### src/rtl/serial_add_sub_unit.sv
// Bit-serial add/subtract unit: one full-adder cell walks the operands LSB
// first, one bit per clock, with the carry held in a register between bits.
//
// state | meaning
// ------+-----------------------------------------------------------
// IDLE  | waiting for a request; start_ready high
// SHIFT | one operand bit per clock through the adder cell
// DONE  | result/flags presented with res_valid until res_ready
module serial_add_sub_unit #(
    parameter int WIDTH = 8
) (
    input  logic             clk,
    input  logic             rst_n,
    input  logic             start_valid,
    output logic             start_ready,
    input  logic             op_sub,
    input  logic [WIDTH-1:0] a_in,
    input  logic [WIDTH-1:0] b_in,
    input  logic             cin,
    output logic [WIDTH-1:0] result,
    output logic             cout,
    output logic             ovf,
    output logic             zero,
    output logic             res_valid,
    input  logic             res_ready,
    output logic             busy
);

    localparam int CNT_W = (WIDTH > 2) ? $clog2(WIDTH) : 1;

    typedef enum logic [1:0] {
        IDLE  = 2'd0,
        SHIFT = 2'd1,
        DONE  = 2'd2
    } state_t;

    state_t           state;
    state_t           state_nxt;
    logic [WIDTH-1:0] a_sr;
    logic [WIDTH-1:0] b_sr;
    logic [WIDTH-1:0] r_sr;
    logic             c;
    logic [CNT_W-1:0] cnt;

    logic             cell_s;
    logic             cell_cout;
    logic             last_bit;
    logic             accept;
    logic [WIDTH-1:0] r_sr_nxt;

    // The single full-adder cell and the bit-position decode feeding it.
    assign cell_s    = a_sr[0] ^ b_sr[0] ^ c;
    assign cell_cout = (a_sr[0] & b_sr[0]) | (c & (a_sr[0] ^ b_sr[0]));
    assign last_bit  = (cnt == CNT_W'(WIDTH - 1));
    assign accept    = start_valid && (state == IDLE);
    assign r_sr_nxt  = {cell_s, r_sr[WIDTH-1:1]};

    // State register.
    always_ff @(posedge clk or negedge rst_n) begin
        if (!rst_n) begin
            state <= IDLE;
        end else begin
            state <= state_nxt;
        end
    end

    // Next-state decode and handshake outputs.
    always_comb begin
        state_nxt   = state;
        start_ready = 1'b0;
        res_valid   = 1'b0;
        busy        = 1'b0;
        case (state)
            IDLE: begin
                start_ready = 1'b1;
                if (start_valid) state_nxt = SHIFT;
            end
            SHIFT: begin
                busy = 1'b1;
                if (last_bit) state_nxt = DONE;
            end
            DONE: begin
                busy      = 1'b1;
                res_valid = 1'b1;
                if (res_ready) state_nxt = IDLE;
            end
            default: state_nxt = IDLE;
        endcase
    end

    // Operand/result shifters, carry and bit counter; outputs load on the
    // last bit only, so they stay put through SHIFT and after the handshake.
    // The carry still in c on the last bit is the carry into the MSB, so
    // overflow is taken straight from c ^ cell_cout on that edge.
    always_ff @(posedge clk or negedge rst_n) begin
        if (!rst_n) begin
            a_sr   <= '0;
            b_sr   <= '0;
            r_sr   <= '0;
            c      <= 1'b0;
            cnt    <= '0;
            result <= '0;
            cout   <= 1'b0;
            ovf    <= 1'b0;
            zero   <= 1'b0;
        end else if (accept) begin
            a_sr <= a_in;
            b_sr <= op_sub ? ~b_in : b_in;
            c    <= op_sub ? 1'b1 : cin;
            cnt  <= '0;
        end else if (state == SHIFT) begin
            a_sr <= {1'b0, a_sr[WIDTH-1:1]};
            b_sr <= {1'b0, b_sr[WIDTH-1:1]};
            r_sr <= r_sr_nxt;
            c    <= cell_cout;
            cnt  <= cnt + 1'b1;
            if (last_bit) begin
                result <= r_sr_nxt;
                cout   <= cell_cout;
                ovf    <= c ^ cell_cout;
                zero   <= (r_sr_nxt == '0);
            end
        end
    end

endmodule

### config.mk
export PLATFORM = sky130hd
export DESIGN_NAME = serial_add_sub_unit
export DESIGN_NICKNAME = d
export VERILOG_FILES = /design/src/rtl/serial_add_sub_unit.sv
export SDC_FILE = /design/constraint.sdc
export NUM_CORES = 1
export LEC_CHECK = 0
export BUFFER_PORTS_ARGS = -buffer_cell sky130_fd_sc_hd__buf_2
export CORE_AREA = 2 2 65 67
export CTS_BUF_LIST = sky130_fd_sc_hd__clkbuf_8
export DETAILED_ROUTE_END_ITERATION = 8
export DIE_AREA = 0 0 67 69
export PLACE_DENSITY_LB_ADDON = 0.15
export SYNTH_ARGS = -nofsm -noshare
export SYNTH_HDL_FRONTEND = slang
export SYNTH_SLANG_ARGS = --single-unit
### constraint.sdc
create_clock -name clk -period 1.89 [get_ports clk]
set_clock_uncertainty 0.1 [all_clocks]
set_input_delay 0.2835 -clock clk [delete_from_list [all_inputs] [get_ports clk]]
set_output_delay 0.2835 -clock clk [all_outputs]
set_load 0.05 [all_outputs]
## Yosys cells after proc, flatten, opt, wreduce, memory -nomap -nowiden

Cells that the tools add are included.
Widths: inputs -> output; s select.

- Muxes and demuxes: 17
- Add/subtract/negate cells: 1
- Bitwise operators: 8
- Reductions and logical operators: 8
- Eq/ne operators: 6

Operators by type and width:

| cell | count |
|---|---|
| $mux 8 | 5 |
| $logic_not 8->1 | 1 |
| $not 8->8 | 1 |
| $mux 1 | 6 |
| $mux 2 | 3 |
| $mux 3 | 2 |
| $ne 2x2->1 const B | 3 |
| $pmux 2 s3 | 1 |
| $reduce_and 3->1 | 2 |
| $add 3x1->3 const B | 1 |
| $eq 3x3->1 const B | 1 |
| $xor 1x1->1 | 3 |
| $and 1x1->1 | 2 |
| $eq 2x1->1 const B | 1 |
| $eq 2x2->1 const B | 1 |
| $logic_not 2->1 | 1 |
| $reduce_and 2->1 | 1 |
| $reduce_bool 2->1 | 1 |
| $reduce_or 2->1 | 1 |
| $logic_and 1x1->1 | 1 |
| $not 1->1 | 1 |
| $or 1x1->1 | 1 |

- Word-level logic and storage cells: 50
- Bits in registers: 41
- Input port bits: 22
- Output and inout port bits: 14

## Depth between registers and ports, before layout

Gate-level depths: netlist of run 1.

- Word-level depth: 5
- Gate-level depth with buffers: 6

## Worst setup path before layout of run 1

OpenSTA, ideal clock, no wires.

- Path kind: reg-to-reg
- From: register state[0]
- To: register cout
- Library setup time: 125 ps
- Path buffers: 1
- Setup slack: -205 ps
- Required time: 1665 ps
- Cell stages (with the launch flop): 7
- Arrival time: 1870 ps
- Period minus slack after synthesis: 2095 ps
- Path through: dfrtp_1 > inv_1 > ha_1 > nand2_2 > and3_4 > buf_6 > mux2_4

- Word-level cells in the longest chain between the ends: 4

Ends and longest elaborated chain:

| what | line | source |
|---|---|---|
| start: declaration | 37 | `state_t state;` |
| start signal: assignment | 63 | `state <= state_nxt;` |
| $logic_not 2->1 | 55 | `assign accept = start_valid && (state == IDLE);` |
| $logic_and 1x1->1 | 55 |  |
| $not 1->1 (no line) | - |  |
| $reduce_and 3->1 (no line) (*) | - |  |
| end signal: assignment | 119 | `cout <= cell_cout;` |
| end: declaration | 21 | `output logic cout,` |

Every way passes the cells marked *; elsewhere a longest branch is shown, timed or not.
A chain may end at the register's enable or synchronous reset.

## Final worst setup path of run 1

- From: register cnt[1]
- To: register state[1]

- Word-level cells in the longest chain between the ends: 3

Ends and longest elaborated chain:

| what | line | source |
|---|---|---|
| start: declaration | 43 | `logic [CNT_W-1:0] cnt;` |
| start signal: assignment | 116 | `cnt <= cnt + 1'b1;` |
| $eq 3x3->1 | 54 | `assign last_bit = (cnt == CNT_W'(WIDTH - 1));` |
| $ne 2x2->1 (no line) | - |  |
| $reduce_and 3->1 (no line) | - |  |

Every way passes these cells.

==> impl_metrics.csv, run 1 <==
group,metric,value,unit
run_status,status,"complete, no violations",
sta,hold_ws,0.133,ns
finish,insertedDiodeCount,0,
drt,detail-route-antenna-nets,0,
power_and_ir_drop,combPwrFrac,47.1,%
sta,tightestPinTransition,0.493,ns
worst_setup_path,path_cells,"ha_2 > ha_4 > inv_1 > a222oi_1 > mux2_2",
clock_network,root_buffer,"clkbuf_8",
sta,hold_violations,0,
sta,period_needed,1.75,ns
worst_setup_path,max_stage_delay,0.43,ns
power_and_ir_drop,p_sw_share,40.0,%
job,drv_cap,0,
global_route,grt_overflow,0,
global_route,grt_max_degree,34,
sta,finalCritPeriodShare,92.7,%
place,hpwlAfterDp,2.36,mm
finish,multiInputGateArea,858,um^2
floorplan,ioPinCount,36,
worst_setup_path,crit_slowest_cell,"a222oi_1",
power_and_ir_drop,clkPwrFrac,14.5,%
power_and_ir_drop,seqPwrFrac,38.4,%
drt,first_pass_iters,2,
power_and_ir_drop,p_int,2.32,mW
power_and_ir_drop,p_per_area,1700,nW/um^2
clock_network,clkLatencyLatePin,0.29,ns
worst_hold_path,hold_path_class,"in2reg",
drt,wl,3.27,mm
worst_setup_path,crit_fanout,2,
synth,synthCells,152,
finish,fin_nets,222,
power_and_ir_drop,p_sw,1.55,mW
clock_network,clk_path_buf_depth,2,
power_and_ir_drop,cellLeakagePower,1.09,nW
sta,maxSlewHeadroom,67.1,%
drt,vias,1228,
global_route,grt_usage,16.3,%
synth,synth.net_count,181,
floorplan,die_h,69,um
worst_setup_path,timing_worst_setup_path_type,"reg2reg",
synth,ys_ff_latch,40,
worst_setup_path,end_kind,"flip-flop",
drt,drt_iter0_markers,44,
place,port-buffer-count,35,
place,globalplace.congestion,0.779,
synth,synth_area,1900,um^2
worst_setup_path,crit_path_start_kind,"flip-flop",
drt,drc,0,
clock_network,cts_tree,"built",
synth,synth_cell_types,25,
place,pre_cts_ws,0.109,ns
global_route,grt_pass1_vias,1321,
worst_setup_path,arrival,1.83,ns
drt,avgRoutedWirePerCell,13.4,um
global_route,antenna_found_initial,0,
sta,final_max_slew_viol_count,0,
floorplan,die_area,4620,um^2
finish,seqCellArea,1000,um^2
clock_network,cts.htree.levels,2,
synth,seq_area_frac_synth,52.7,%
sta,setup_slack,0.139,ns
finish,drive_above_1_share,37.1,%
floorplan,num_rows,23,
clock_network,clk_pin_slew,0.07,ns
floorplan,die_w,67,um
global_route,grt_first_pass_wirelength,5.79,mm
power_and_ir_drop,peakVddDrop,621,uV
synth,ys_warn_count,0,
sta,max_freq,0.571,GHz
clock_network,clock_sinks,40,
finish,syn2layout_area_growth,19.9,%
clock_network,cts_buffers,5,
worst_setup_path,required,1.97,ns
finish,fill_cells,345,
sta,setup_viol,0,
floorplan,start_util,48.5,%
drt,via_per_inst,5.03,
synth,syn_area_per_cell,12.5,um^2
floorplan,core_area,3910,um^2
## per-stage QoR
stage               setup TNS (ns)  util (%)  area [um^2]  total power, mW  instances
floorplan                        0         -         1900             2.90        152
global placement                 0      54.6         2140             3.20        233
detailed placement               0      54.6         2140             3.28        233
CTS                              0      57.2         2240             3.85        242
global route             -0.000882      58.2         2280             4.16        244
finish                           0      58.2         2280             3.87        244
## final cells by class
cell class	instances	share of cell area [%]
Clock buffer	6	3.63
Clock inverter	2	0.330
Inverter	6	0.989
Multi-Input combinational cell	98	37.7
Sequential cell	40	44.0
Tap cell	50	2.75
Timing Repair Buffer	42	10.7
## cell usage after synthesis, drive strengths merged
master	instances	area, um^2
a222oi	1	10.0
dfrtp	40	1000
a21oi	18	90.1
fa	1	20.0
xnor2	2	17.5
clkbuf	3	11.3
o21ai	1	5.00
buf	5	33.8
nand3b	2	15.0
ha	6	75.1
and3	1	11.3
inv	6	22.5
nor3	1	5.00
nor4	2	12.5
nand3	1	5.00
mux2	19	248
nor2	14	52.6
mux2i	18	180
nand2	3	13.8
xor2	8	70.1
## flip-flops by register name, summed over array words and instances (netlist names)
register	count
cnt	3
cout	1
r_sr	7
b_sr	8
ovf	1
state	2
result	8
c	1
a_sr	8
zero	1
## power by group through the flow
stage / logic [mW] / registers [mW] / clock network (mW)
after global routing: 1.99 / 1.55 / 0.620
after floorplan: 1.23 / 1.67 / 0
after CTS: 1.78 / 1.49 / 0.577
final: 1.82 / 1.49 / 0.561
after global placement: 1.72 / 1.48 / 0
after detailed placement: 1.78 / 1.51 / 0
## worst paths after layout
kind | from | to | slack (ns) | cells after the start
min in group asynchronous | rst_n | cout | 0.39 | 2
worst max register to register | cnt[1] | state[1] | 0.14 | 5
max in group asynchronous | rst_n | state[1] | 0.83 | 3
worst min register to register | result[3] | result[3] | 0.41 | 1
worst max-delay path | cnt[1] | state[1] | 0.14 | 5
worst min-delay path | a_in[7] | a_sr[7] | 0.13 | 3
## what timing repair did
action / CTS / global route
resized for setup: 0 / 4
setup buffers: 0 / 2
hold endpoints to repair: 19 / 0
hold buffers: 1 / 0
setup endpoints to repair: 0 / 2
## layout by cell type, fill, tap and decap left out, drive strengths merged
cell type	synthesis	layout
nor4	2	2
ha	6	6
nor3	1	1
o21ai	1	1
mux2	19	19
buf	5	41
nand2	3	3
inv	6	8
xor2	8	8
nand3	1	1
mux2i	18	18
and3	1	1
dlygate4sd3	0	1
a21oi	18	18
nand3b	2	2
a222oi	1	1
xnor2	2	2
dfrtp	40	40
nor2	14	14
clkbuf	3	6
fa	1	1
## layer usage
layer / vias to the layer above / part of all wire, % / track usage, %
met3: 8 / 4.6 / 5.71
met1: 585 / 42 / 18.4
met5: - / 0 / 0
met4: 0 / 2.1 / 6.58
li1: 607 / - / -
met2: 28 / 51 / 27.5
## worst max-delay path, delay by kind of cell (launching register included)
| family | cells | cell delay (ns) |
|---|---|---|
| AOI/OAI and AO/OA | 1 | 0.43 |
| muxes | 1 | 0.39 |
| DFF | 1 | 0.37 |
| adders and majority gates | 2 | 0.33 |
| buffers and inverters | 1 | 0.03 |
## cells by family after synthesis
| logic type | synth area share (%) |
|---|---|
| flip-flops | 52.7 |
| AND/OR/NAND/NOR | 6.06 |
| AO/OA/AOI/OAI | 5.53 |
| multiplexers | 22.5 |
| adder cells (fa/ha/maj) | 5.01 |
| buffers and inverters | 3.56 |
| XOR/XNOR | 4.61 |
No activity file was read; power rests on OpenSTA's default activity.
==> run 2: changes to the inputs <==
--- a/config.mk
+++ b/config.mk
@@ -11,6 +11,7 @@
 export DETAILED_ROUTE_END_ITERATION = 8
 export DIE_AREA = 0 0 67 69
 export PLACE_DENSITY_LB_ADDON = 0.15
+export REMOVE_ABC_BUFFERS = 1
 export SYNTH_ARGS = -nofsm -noshare
 export SYNTH_HDL_FRONTEND = slang
 export SYNTH_SLANG_ARGS = --single-unit
==> run 2 against run 1 <==
First-iteration DRC count up 66%. Critical path type unchanged. Clock power up 2%. Total power down 0.38%. Routed wire length down 3.1%. Combinational power about the same. Largest power group unchanged. Register-to-register slack worse by 0.04 ns. Maximum frequency down 2.2%. Sequential share of layout area up 0.34 points. Critical endpoint is now state[0]. Via count down 2.0%. Worst setup slack worse by 0.039 ns. Final cell count up 0.41%.
==> impl_metrics.csv, run 2 (synthesis results as in run 1) <==
group,metric,value,unit
place,placedCellCount,234,
clock_network,cts.htree.levels,2,
sta,maxSlewHeadroom,63.4,%
worst_setup_path,regToRegStartpoint,"state[0]",
sta,tightestPinTransition,0.549,ns
power_and_ir_drop,p_sw,1.54,mW
finish,stdcell_count,245,
floorplan,start_util,48.5,%
global_route,antenna_found_initial,0,
drt,via_per_inst,4.91,
global_route,grt_usage,16.2,%
power_and_ir_drop,p_per_area,1710,nW/um^2
finish,drive_above_1_share,36.9,%
worst_setup_path,cpLargestDelayFamily,"compound AO/OA/AOI/OAI gates",
power_and_ir_drop,combPwrFrac,47.1,%
floorplan,num_rows,23,
drt,wl,3.17,mm
clock_network,clock_sinks,40,
power_and_ir_drop,cellLeakagePower,1.09,nW
sta,max_freq,0.559,GHz
worst_hold_path,min_from,"a_in[7]",
place,pre_cts_ws,0.0186,ns
drt,drt_iter0_markers,73,
sta,period_needed,1.79,ns
floorplan,die_area,4620,um^2
worst_setup_path,end_kind,"flip-flop",
worst_setup_path,required,1.97,ns
finish,final_cell_mix,"dfrtp_1 (40), buf_2 (35), mux2i_1 (18), a21oi_1 (18), nor2_1 (14)",
worst_setup_path,crit_path_start_kind,"flip-flop",
power_and_ir_drop,clkPwrFrac,14.8,%
clock_network,clk_path_buf_depth,2,
finish,fin_nets,223,
power_and_ir_drop,seqPwrFrac,38.1,%
floorplan,ioPinCount,36,
power_and_ir_drop,p_int,2.32,mW
power_and_ir_drop,p_sw_share,40.0,%
worst_setup_path,cp_num_buf_inv,1,
worst_setup_path,path_cells,"inv_1 > ha_4 > a222oi_1 > mux2_2",
finish,multiInputGateArea,846,um^2
clock_network,root_buffer,"clkbuf_8",
worst_setup_path,crit_start,"state[0]",
global_route,grt_pass1_vias,1230,
drt,avgRoutedWirePerCell,12.9,um
sta,setup_slack,0.0995,ns
clock_network,cts_buffers,5,
finish,insertedDiodeCount,0,
finish,final_common_cell,"dfrtp_1",
place,port-buffer-count,35,
finish,finish.utilization,57.7,%
sta,grt_setup_unrepaired,"no",
job,drv_cap,0,
global_route,grt_overflow,0,
drt,drc,0,
run_status,status,"complete, no violations",
worst_setup_path,max_stage_delay,0.49,ns
clock_network,clkLatencyLatePin,0.29,ns
worst_setup_path,crit_fanout,7,
finish,seqCellArea,1000,um^2
sta,hold_violations,0,
finish,fill_cells,353,
global_route,grt_first_pass_wirelength,5.62,mm
global_route,grt_max_degree,34,
power_and_ir_drop,peakVddDrop,701,uV
clock_network,clk_pin_slew,0.07,ns
place,hpwlAfterDp,2.32,mm
floorplan,die_h,69,um
sta,finalCritPeriodShare,94.7,%
drt,vias,1204,
drt,first_pass_iters,4,
finish,top_regs,"a_sr (8), b_sr (8), result (8)",
worst_hold_path,hold_path_class,"in2reg",
finish,syn2layout_area_growth,19.0,%
sta,setup_viol,0,
worst_setup_path,arrival,1.87,ns
floorplan,core_area,3910,um^2
drt,detail-route-antenna-nets,0,
worst_setup_path,crit_slowest_cell,"a222oi_1",
place,globalplace.congestion,0.763,
clock_network,cts_tree,"built",
sta,final_max_slew_viol_count,0,
floorplan,die_w,67,um
worst_setup_path,timing_worst_setup_path_type,"reg2reg",
power_and_ir_drop,p_total,3.86,mW
[run 2: changes by cell type in the layout (fill, tap and decap cells not counted)]
| cell | previous run | this run |
|---|---|---|
| buf_12 | 1 | 0 |
| buf_4 | 5 | 7 |
| ha_1 | 3 | 4 |
| ha_4 | 2 | 1 |
[run 2: cell type report]
type                            instances  area share, %
Sequential cell                        40           44.3
Timing Repair Buffer                   43           10.5
Clock inverter                          2          0.332
Inverter                                6          0.997
Clock buffer                            6           3.65
Multi-Input combinational cell         98           37.4
Tap cell                               50           2.77
[run 2: routing by layer]
layer,GRT usage [%],vias to the layer above,share of wire (%)
li1,-,605,-
met1,20.5,561,45
met2,24.6,28,48
met3,3.92,10,3.8
met4,9.98,0,3.2
met5,0,-,0
[run 2: tightest hold or removal path, cell delays in order]
cell and delay [ns]:
buf_2 0.07, nand3_1 0.07, nand2_1 0.06
[run 2: power by group through the flow]
| stage | combinational [mW] | clock, mW | sequential, mW |
|---|---|---|---|
| 6_report | 1.82 | 0.572 | 1.47 |
| 5_1_grt | 1.99 | 0.630 | 1.52 |
| 4_1_cts | 1.78 | 0.592 | 1.48 |
| 3_5_place_dp | 1.77 | 0 | 1.49 |
| 3_3_place_gp | 1.71 | 0 | 1.47 |
| 2_1_floorplan | 1.18 | 0 | 1.67 |
[run 2: repair_timing]
| action | in CTS | in global routing |
|---|---|---|
| hold endpoints to repair | 23 | 0 |
| buffers inserted | 0 | 2 |
| hold buffers | 1 | 0 |
| setup endpoints to repair | 0 | 3 |
| gates resized for setup | 0 | 3 |
[run 2: worst paths after layout]
kind                                  end  slack, ns  depth (start not counted)
worst max-delay path             state[0]        0.1                          4
worst min-delay path              a_sr[7]       0.13                          3
worst max register to register   state[0]        0.1                          4
worst min register to register  result[0]       0.40                          1
max in group asynchronous       result[0]       0.74                          3
min in group asynchronous       result[7]       0.41                          2
[run 2: per-stage QoR]
stage | area, um^2 | hold WS [ns] | setup TNS, ns
finish | 2260 | 0.130 | 0
global route | 2260 | 0.156 | 0
CTS | 2230 | 0.136 | 0
detailed placement | 2130 | 0.206 | 0
global placement | 2130 | 0.194 | 0
floorplan | 1850 | -0.112 | -8.12
